## config.mk

```make
export PLATFORM = sky130hd
export DESIGN_NAME = param_fifo
export DESIGN_NICKNAME = d
export VERILOG_FILES = /design/src/rtl/param_fifo.sv
export SDC_FILE = /design/constraint.sdc
export NUM_CORES = 1
export LEC_CHECK = 0
export ABC_AREA = 1
export BUFFER_PORTS_ARGS = -buffer_cell sky130_fd_sc_hd__buf_4
export CELL_PAD_IN_SITES_DETAIL_PLACEMENT = 1
export CELL_PAD_IN_SITES_GLOBAL_PLACEMENT = 1
export CORE_ASPECT_RATIO = 1.1
export CORE_MARGIN = 2
export CORE_UTILIZATION = 54
export CTS_BUF_LIST = sky130_fd_sc_hd__clkbuf_4 sky130_fd_sc_hd__clkbuf_8
export CTS_CLUSTER_DIAMETER = 80
export DETAILED_ROUTE_END_ITERATION = 7
export PLACE_DENSITY = 0.94
export SETUP_SLACK_MARGIN = 0.4
export SLEW_MARGIN = 20
export SYNTH_ARGS = -nofsm -noshare
export SYNTH_HDL_FRONTEND = slang
export SYNTH_SLANG_ARGS = --single-unit
```

## constraint.sdc

```tcl
create_clock -name clk -period 5 [get_ports clk]
set_clock_uncertainty 0.2 [all_clocks]
set_input_delay 0.5 -clock clk [delete_from_list [all_inputs] [get_ports clk]]
set_output_delay 0.5 -clock clk [all_outputs]
set_load 0.05 [all_outputs]
```

## src/rtl/param_fifo.sv

```systemverilog
// ============================================================================
// Module   : param_fifo
// Brief    : Parameterised single-clock FIFO with a registered read port.
// Revision : 1.0
// ============================================================================
`default_nettype none

module param_fifo #(
    parameter int unsigned      WIDTH      = 8,
    parameter int unsigned      DEPTH      = 16,
    parameter logic [WIDTH-1:0] INIT_VALUE = WIDTH'(8'hAA)
) (
    input  logic                     clk,
    input  logic                     rst,
    input  logic                     wr_en,
    input  logic [WIDTH-1:0]         data_in,
    input  logic                     rd_en,
    output logic [WIDTH-1:0]         data_out,
    output logic                     data_valid,
    output logic                     full,
    output logic                     empty,
    output logic [$clog2(DEPTH):0]   count
);

    localparam int unsigned c_AW = $clog2(DEPTH);
    localparam int unsigned c_CW = c_AW + 1;

    logic [WIDTH-1:0] r_mem [DEPTH];
    logic [c_AW-1:0]  r_wr_ptr;
    logic [c_AW-1:0]  r_rd_ptr;
    logic [c_CW-1:0]  r_count;
    logic [WIDTH-1:0] r_data_out;
    logic             r_data_valid;

    logic             w_full;
    logic             w_empty;
    logic             w_wr_acc;
    logic             w_rd_acc;

    assign w_full   = (r_count == c_CW'(DEPTH));
    assign w_empty  = (r_count == '0);
    // Blocking on the flags gives the boundary rules for free: no
    // fall-through when empty, no write-through when full.
    assign w_wr_acc = wr_en && !w_full;
    assign w_rd_acc = rd_en && !w_empty;

    // Storage is deliberately left out of reset so it can map onto RAM.
    always_ff @(posedge clk) begin
        if (rst && w_wr_acc) begin
            r_mem[r_wr_ptr] <= data_in;
        end
    end

    always_ff @(posedge clk) begin
        if (!rst) begin
            r_wr_ptr     <= '0;
            r_rd_ptr     <= '0;
            r_count      <= '0;
            r_data_out   <= INIT_VALUE;
            r_data_valid <= 1'b0;
        end else begin
            r_data_valid <= w_rd_acc;
            if (w_wr_acc) begin
                r_wr_ptr <= r_wr_ptr + c_AW'(1);
            end
            if (w_rd_acc) begin
                r_data_out <= r_mem[r_rd_ptr];
                r_rd_ptr   <= r_rd_ptr + c_AW'(1);
            end
            case ({w_wr_acc, w_rd_acc})
                2'b10:   r_count <= r_count + c_CW'(1);
                2'b01:   r_count <= r_count - c_CW'(1);
                default: r_count <= r_count;
            endcase
        end
    end

    assign data_out   = r_data_out;
    assign data_valid = r_data_valid;
    assign full       = w_full;
    assign empty      = w_empty;
    assign count      = r_count;

endmodule

`default_nettype wire

```

; Word-level counts from Yosys, hierarchy flattened
; Memories as Yosys holds them, arrays and structs flattened. A register that Yosys moved wholly into a read port is not among the register bits.
; Cells that the tools add are included.
[word_totals]
ramBits = 128
inputBits = 12
out_inout_bits = 16
wordCells = 23
n_memories = 1
register_bits = 14
[op_classes]
mux = 3
reduce_logical = 8
n_eq_ne = 3
n_addsub = 4
[memory_table]
columns = memory, words, width, read_ports, rd_clocked_by_memory_dff, wr, line_no
row1 = r_mem, 16, 8, 1, 1, 1, 28  ; logic [WIDTH-1:0] r_mem [DEPTH];
[op_table]
columns = op, count
row1 = one-hot mux 5 bit (2 select lines), 1
row2 = adder 4 x 1 -> 4 bit (second input constant), 2
row3 = adder 5 x 1 -> 5 bit (second input constant), 1
row4 = == test 5 bit (second input constant), 1
row5 = zero test 5 bit, 1
row6 = subtractor 5 x 1 -> 5 bit (second input constant), 1
row7 = logical AND 1 bit, 3
row8 = zero test 1 bit, 3
row9 = == test 2 x 1 -> 1 bit (second input constant), 1
row10 = == test 2 bit (second input constant), 1
row11 = 2-to-1 mux 1 bit, 2
row12 = nonzero test 2 bit, 1

; Depth between registers and ports, before layout
[logic_depth]
ltp_word = 6
mapped_depth = 16
depth_no_buf = 15

; Least setup slack after synthesis
; Ideal clock, no wire load.
[synth_path]
kind = register to register
from = register r_count[1], in the netlist count[1]
to = register r_count[4], in the netlist count[4]
required_ns = 4.730
n_path_buf = 1
period_less_slack_ns = 2.734
t_arrival_ns = 2.463
path_slack_ns = 2.266
stages_incl_launch_ff = 16
cell_sequence = dfxtp_1 -> inv_1 -> nand4_1 -> nand2_1 -> inv_2 -> buf_4 -> ha_1 -> inv_1 -> fa_1 -> inv_1 -> nand2_1 -> a21boi_0 -> o21bai_1 -> nand2_1 -> nand2_1 -> a21oi_1
[synth_via]
elab_chain_cells = 5
elab_cells_between_ends = 12
classes_between = 2 x add/sub / 3 x eq/ne / 1 x mux / 6 x reduce/logical
[synth_lines]
columns = item, line_no
row1 = "start, declared", 31  ; logic [c_CW-1:0] r_count;
row2 = "start signal, assigned", 71  ; 2'b10: r_count <= r_count + c_CW'(1);
row3 = "start signal, assigned", 72  ; 2'b01: r_count <= r_count - c_CW'(1);
row4 = "start signal, assigned", 73  ; default: r_count <= r_count;
row5 = zero test 5 bit (*), 41  ; assign w_empty = (r_count == '0);
row6 = zero test 1 bit (*), 45  ; assign w_rd_acc = rd_en && !w_empty;
row7 = logical AND 1 bit (*), 45
row8 = via w_rd_acc, 38  ; logic w_rd_acc;
row9 = == test 2 x 1 -> 1 bit or == test 2 bit (tied branches), 70  ; case ({w_wr_acc, w_rd_acc})
row10 = one-hot mux 5 bit (2 select lines) or nonzero test 2 bit (tied branches), -
; Mark *: on every way through the listed nets, which the timed path passes. The rest lies on a longest branch.
; A chain may end at the register's enable or synchronous reset.

; Worst setup path in the final report
[layout_path]
from = register r_count[4], in the netlist count[4]
to = register r_count[4], in the netlist count[4]
[layout_via]
elab_chain_cells = 5
elab_cells_between_ends = 12
classes_between = 2 x add/sub / 3 x eq/ne / 1 x mux / 6 x reduce/logical
[layout_lines]
columns = item, line_no
row1 = == test 5 bit or zero test 5 bit (tied branches), "40, 41"
row2 = zero test 1 bit (on tied branches), "44, 45"
row3 = logical AND 1 bit (on tied branches), "44, 45"
row4 = == test 2 x 1 -> 1 bit or == test 2 bit (tied branches), 70
row5 = one-hot mux 5 bit (2 select lines) or nonzero test 2 bit (tied branches), -
; Parallel ways exist; a longest one is shown, timed or not.

==> results.ini <==
[flow_run]
drv_cap=0

[setup_path]
required_ns=5.16
end_kind=register
cp_max_fo=16
crit_type=register to register
r2r_slack_ns=1.59
rr_worst_depth=14
start_kind=register
reg2reg_to=count[4]$_SDFFE_PN0P_
cp.arrival_ns=3.58
rr_startpoint=count[4]$_SDFFE_PN0P_

[detailed_routing]
first_iter_violations=555
post-route-drc-count=0
postRouteAntennaNets=0
wl_per_cell_um=21.9
via_per_inst=5.76
drt-pass1-iter-count=5
routed_wl_um=18300
num_vias=4806

[die]
core_um2=11900
die_h_um=119
num_rows=42
ioPinCount=28
die_w_um=109
die_area_um2=13000
start_util_pct=54.8

[power]
ir_drop_v=0.000236
power_density_nw_per_um2=513
power.leakage_uw=0.00299
finalPower_uw=3680

[logic_synthesis]
syn_inst=648
synth.top_cells.by_area=edfxtp_1 (59%), nand2_1 (13%), dfxtp_1 (6.7%)
synthesis.area_um2=6530
ys_ff_latch=150
avgSynthCellArea_um2=10.1
ys_warn_count=0
syn_nets=670
ys_seq_area_share_pct=65.6
yosys.area.top_type_share_pct=58.9
yosys.area.top_type=edfxtp_1
ys_types=25

[timing]
tightestPinTransition_ns=1.03
drv_slew=0
period_needed_ns=3.41
rsz0062_at_grt=false
finalSetupTns_ns=0
timing.hold.ws_ns=0.175
maxSlewHeadroom_pct=31.4
worst_slack_ns=1.59
fin_crit_sh_pct=68.3
max_freq_ghz=0.293
finalSetupViolations=0
hold_violations=0

[clocking]
cts.repair.resized=0
numCtsBuffers=17
hold_buffers=0
clk_latency_ns=0.45
cts_buffer_depth=2
cts.clk_slew.worst_paths_ns=0.07
post_cts_buffers=0
cts_tree=built
root_buffer=clkbuf_8
h-tree-depth=4
cts_sinks=150

[worst_hold_path]
hold-path-cell-count=1
hold_path_class=input pin to register
hold_path.startpoint=data_in[1]
min_to=r_mem[12][1]$_DFFE_PP_

[cells_and_area]
area.sequential_um2=4290
nFillCells=1307
utilization_pct=60.2
nNetsFinal=690
antenna_cells=0
area_growth_pct=9.87
drive_gt1_share_pct=10.4
multi_input_area_um2=1790

[grt]
grt_pass1_wl_um=28400
grtUsageTotal_pct=30.2
grt_max_degree=70
antenna_found_initial=0
gr-total-overflow=0
grt_pass1_vias=5120

[outcome]
status=complete, no violations

[placed_design]
dpl_worst_slack_ns=1.80
io_buffers=27
gp_congestion=0.861
hpwl_um=11200

==> worst max-delay path: stages, from the launching register on <==
cell and delay [ns]:
dfxtp_1 0.47, inv_1 0.11, nand4_1 0.15, nand2_1 0.25
inv_2 0.35, ha_1 0.35, inv_1 0.10, fa_1 0.42
inv_1 0.10, nand2_1 0.08, a21boi_0 0.31, o21bai_1 0.11
nand2_1 0.09, nand2_1 0.07, a21oi_1 0.17
==> worst max-delay path by stage <==
stage | start | endpoint | slack (ns) | depth (start not counted)
2_1_floorplan | count[1]$_SDFFE_PN0P_ | count[4]$_SDFFE_PN0P_ | 2.27 | 15
3_3_place_gp | rd_en | count[4]$_SDFFE_PN0P_ | 2.31 | 13
3_5_place_dp | count[1]$_SDFFE_PN0P_ | count[4]$_SDFFE_PN0P_ | 1.80 | 14
4_1_cts | count[4]$_SDFFE_PN0P_ | count[4]$_SDFFE_PN0P_ | 1.69 | 14
5_1_grt | count[4]$_SDFFE_PN0P_ | count[4]$_SDFFE_PN0P_ | 1.45 | 14
6_report | count[4]$_SDFFE_PN0P_ | count[4]$_SDFFE_PN0P_ | 1.59 | 14
==> sequential cells by signal, indices dropped and copies added (netlist names) <==
signal,count
count,5
data_out,8
data_valid,1
r_mem,128
r_rd_ptr,4
r_wr_ptr,4
==> per-layer routing <==
metal  wire length, µm  share of wire (%)  GRT usage (%)  up-vias
li1                  -                  -              -     2158
met1              6950                 38           36.5     2353
met2              9490                 52           50.3      230
met3              1100                6.0           6.79       65
met4               767                4.2           15.5        0
met5                 0                  0              0        -
==> logic make-up after synthesis <==
family                   synth area share [%]
AO/OA/AOI/OAI                            2.99
XOR/XNOR                                0.670
adder cells (fa/ha/maj)                  2.03
buffers and inverters                    6.95
flip-flops                               65.6
AND/OR/NAND/NOR                          21.8
==> synthesized netlist by cell type, drive strengths merged <==
cell and instances:
clkinv 1, dfxtp 22, edfxtp 128, inv 68, ha 9, a21oi 17, o21bai 1, o21ai 14
buf 26, xor2 4, xnor2 1, nand3 78, clkbuf 3, nand4 2, nand2 230, fa 1
a21boi 1, o211ai 2, nor2 40
==> per-stage QoR <==
stage / cell area [µm²] / std cells
floorplan: 6530 / 648
global placement: 6760 / 803
detailed placement: 6760 / 803
CTS: 7180 / 835
global route: 7180 / 835
finish: 7180 / 835
==> final cells by class <==
class                      count  share of cell area (%)
clock inverter                 4                   0.976
tap                          154                    2.69
timing repair buffer          30                    3.14
multi-input combinational    400                    25.0
sequential                   150                    59.7
clock buffer                  28                    4.85
inverter                      69                    3.64
==> cells in the final DEF (no fill, tap or decap) <==
cell type and count:
a21boi_0 1, a21oi_1 17, buf_4 30, bufinv_16 2, clkbuf_4 6, clkbuf_8 22
clkinv_1 1, clkinv_2 2, dfxtp_1 21, dfxtp_2 1, edfxtp_1 128, fa_1 1
ha_1 9, inv_1 64, inv_2 3, inv_4 1, nand2_1 228, nand2_2 2
nand3_1 78, nand4_1 2, nor2_1 40, o211ai_2 2, o21ai_0 14, o21bai_1 1
xnor2_1 1, xor2_1 4
==> power breakdown <==
part           switching [µW]  leakage, µW  internal [µW]
logic                     894      0.00143            320
clock network             441     0.000222            543
registers                55.0      0.00133           1430
Power figures use the tool's default switching activity.
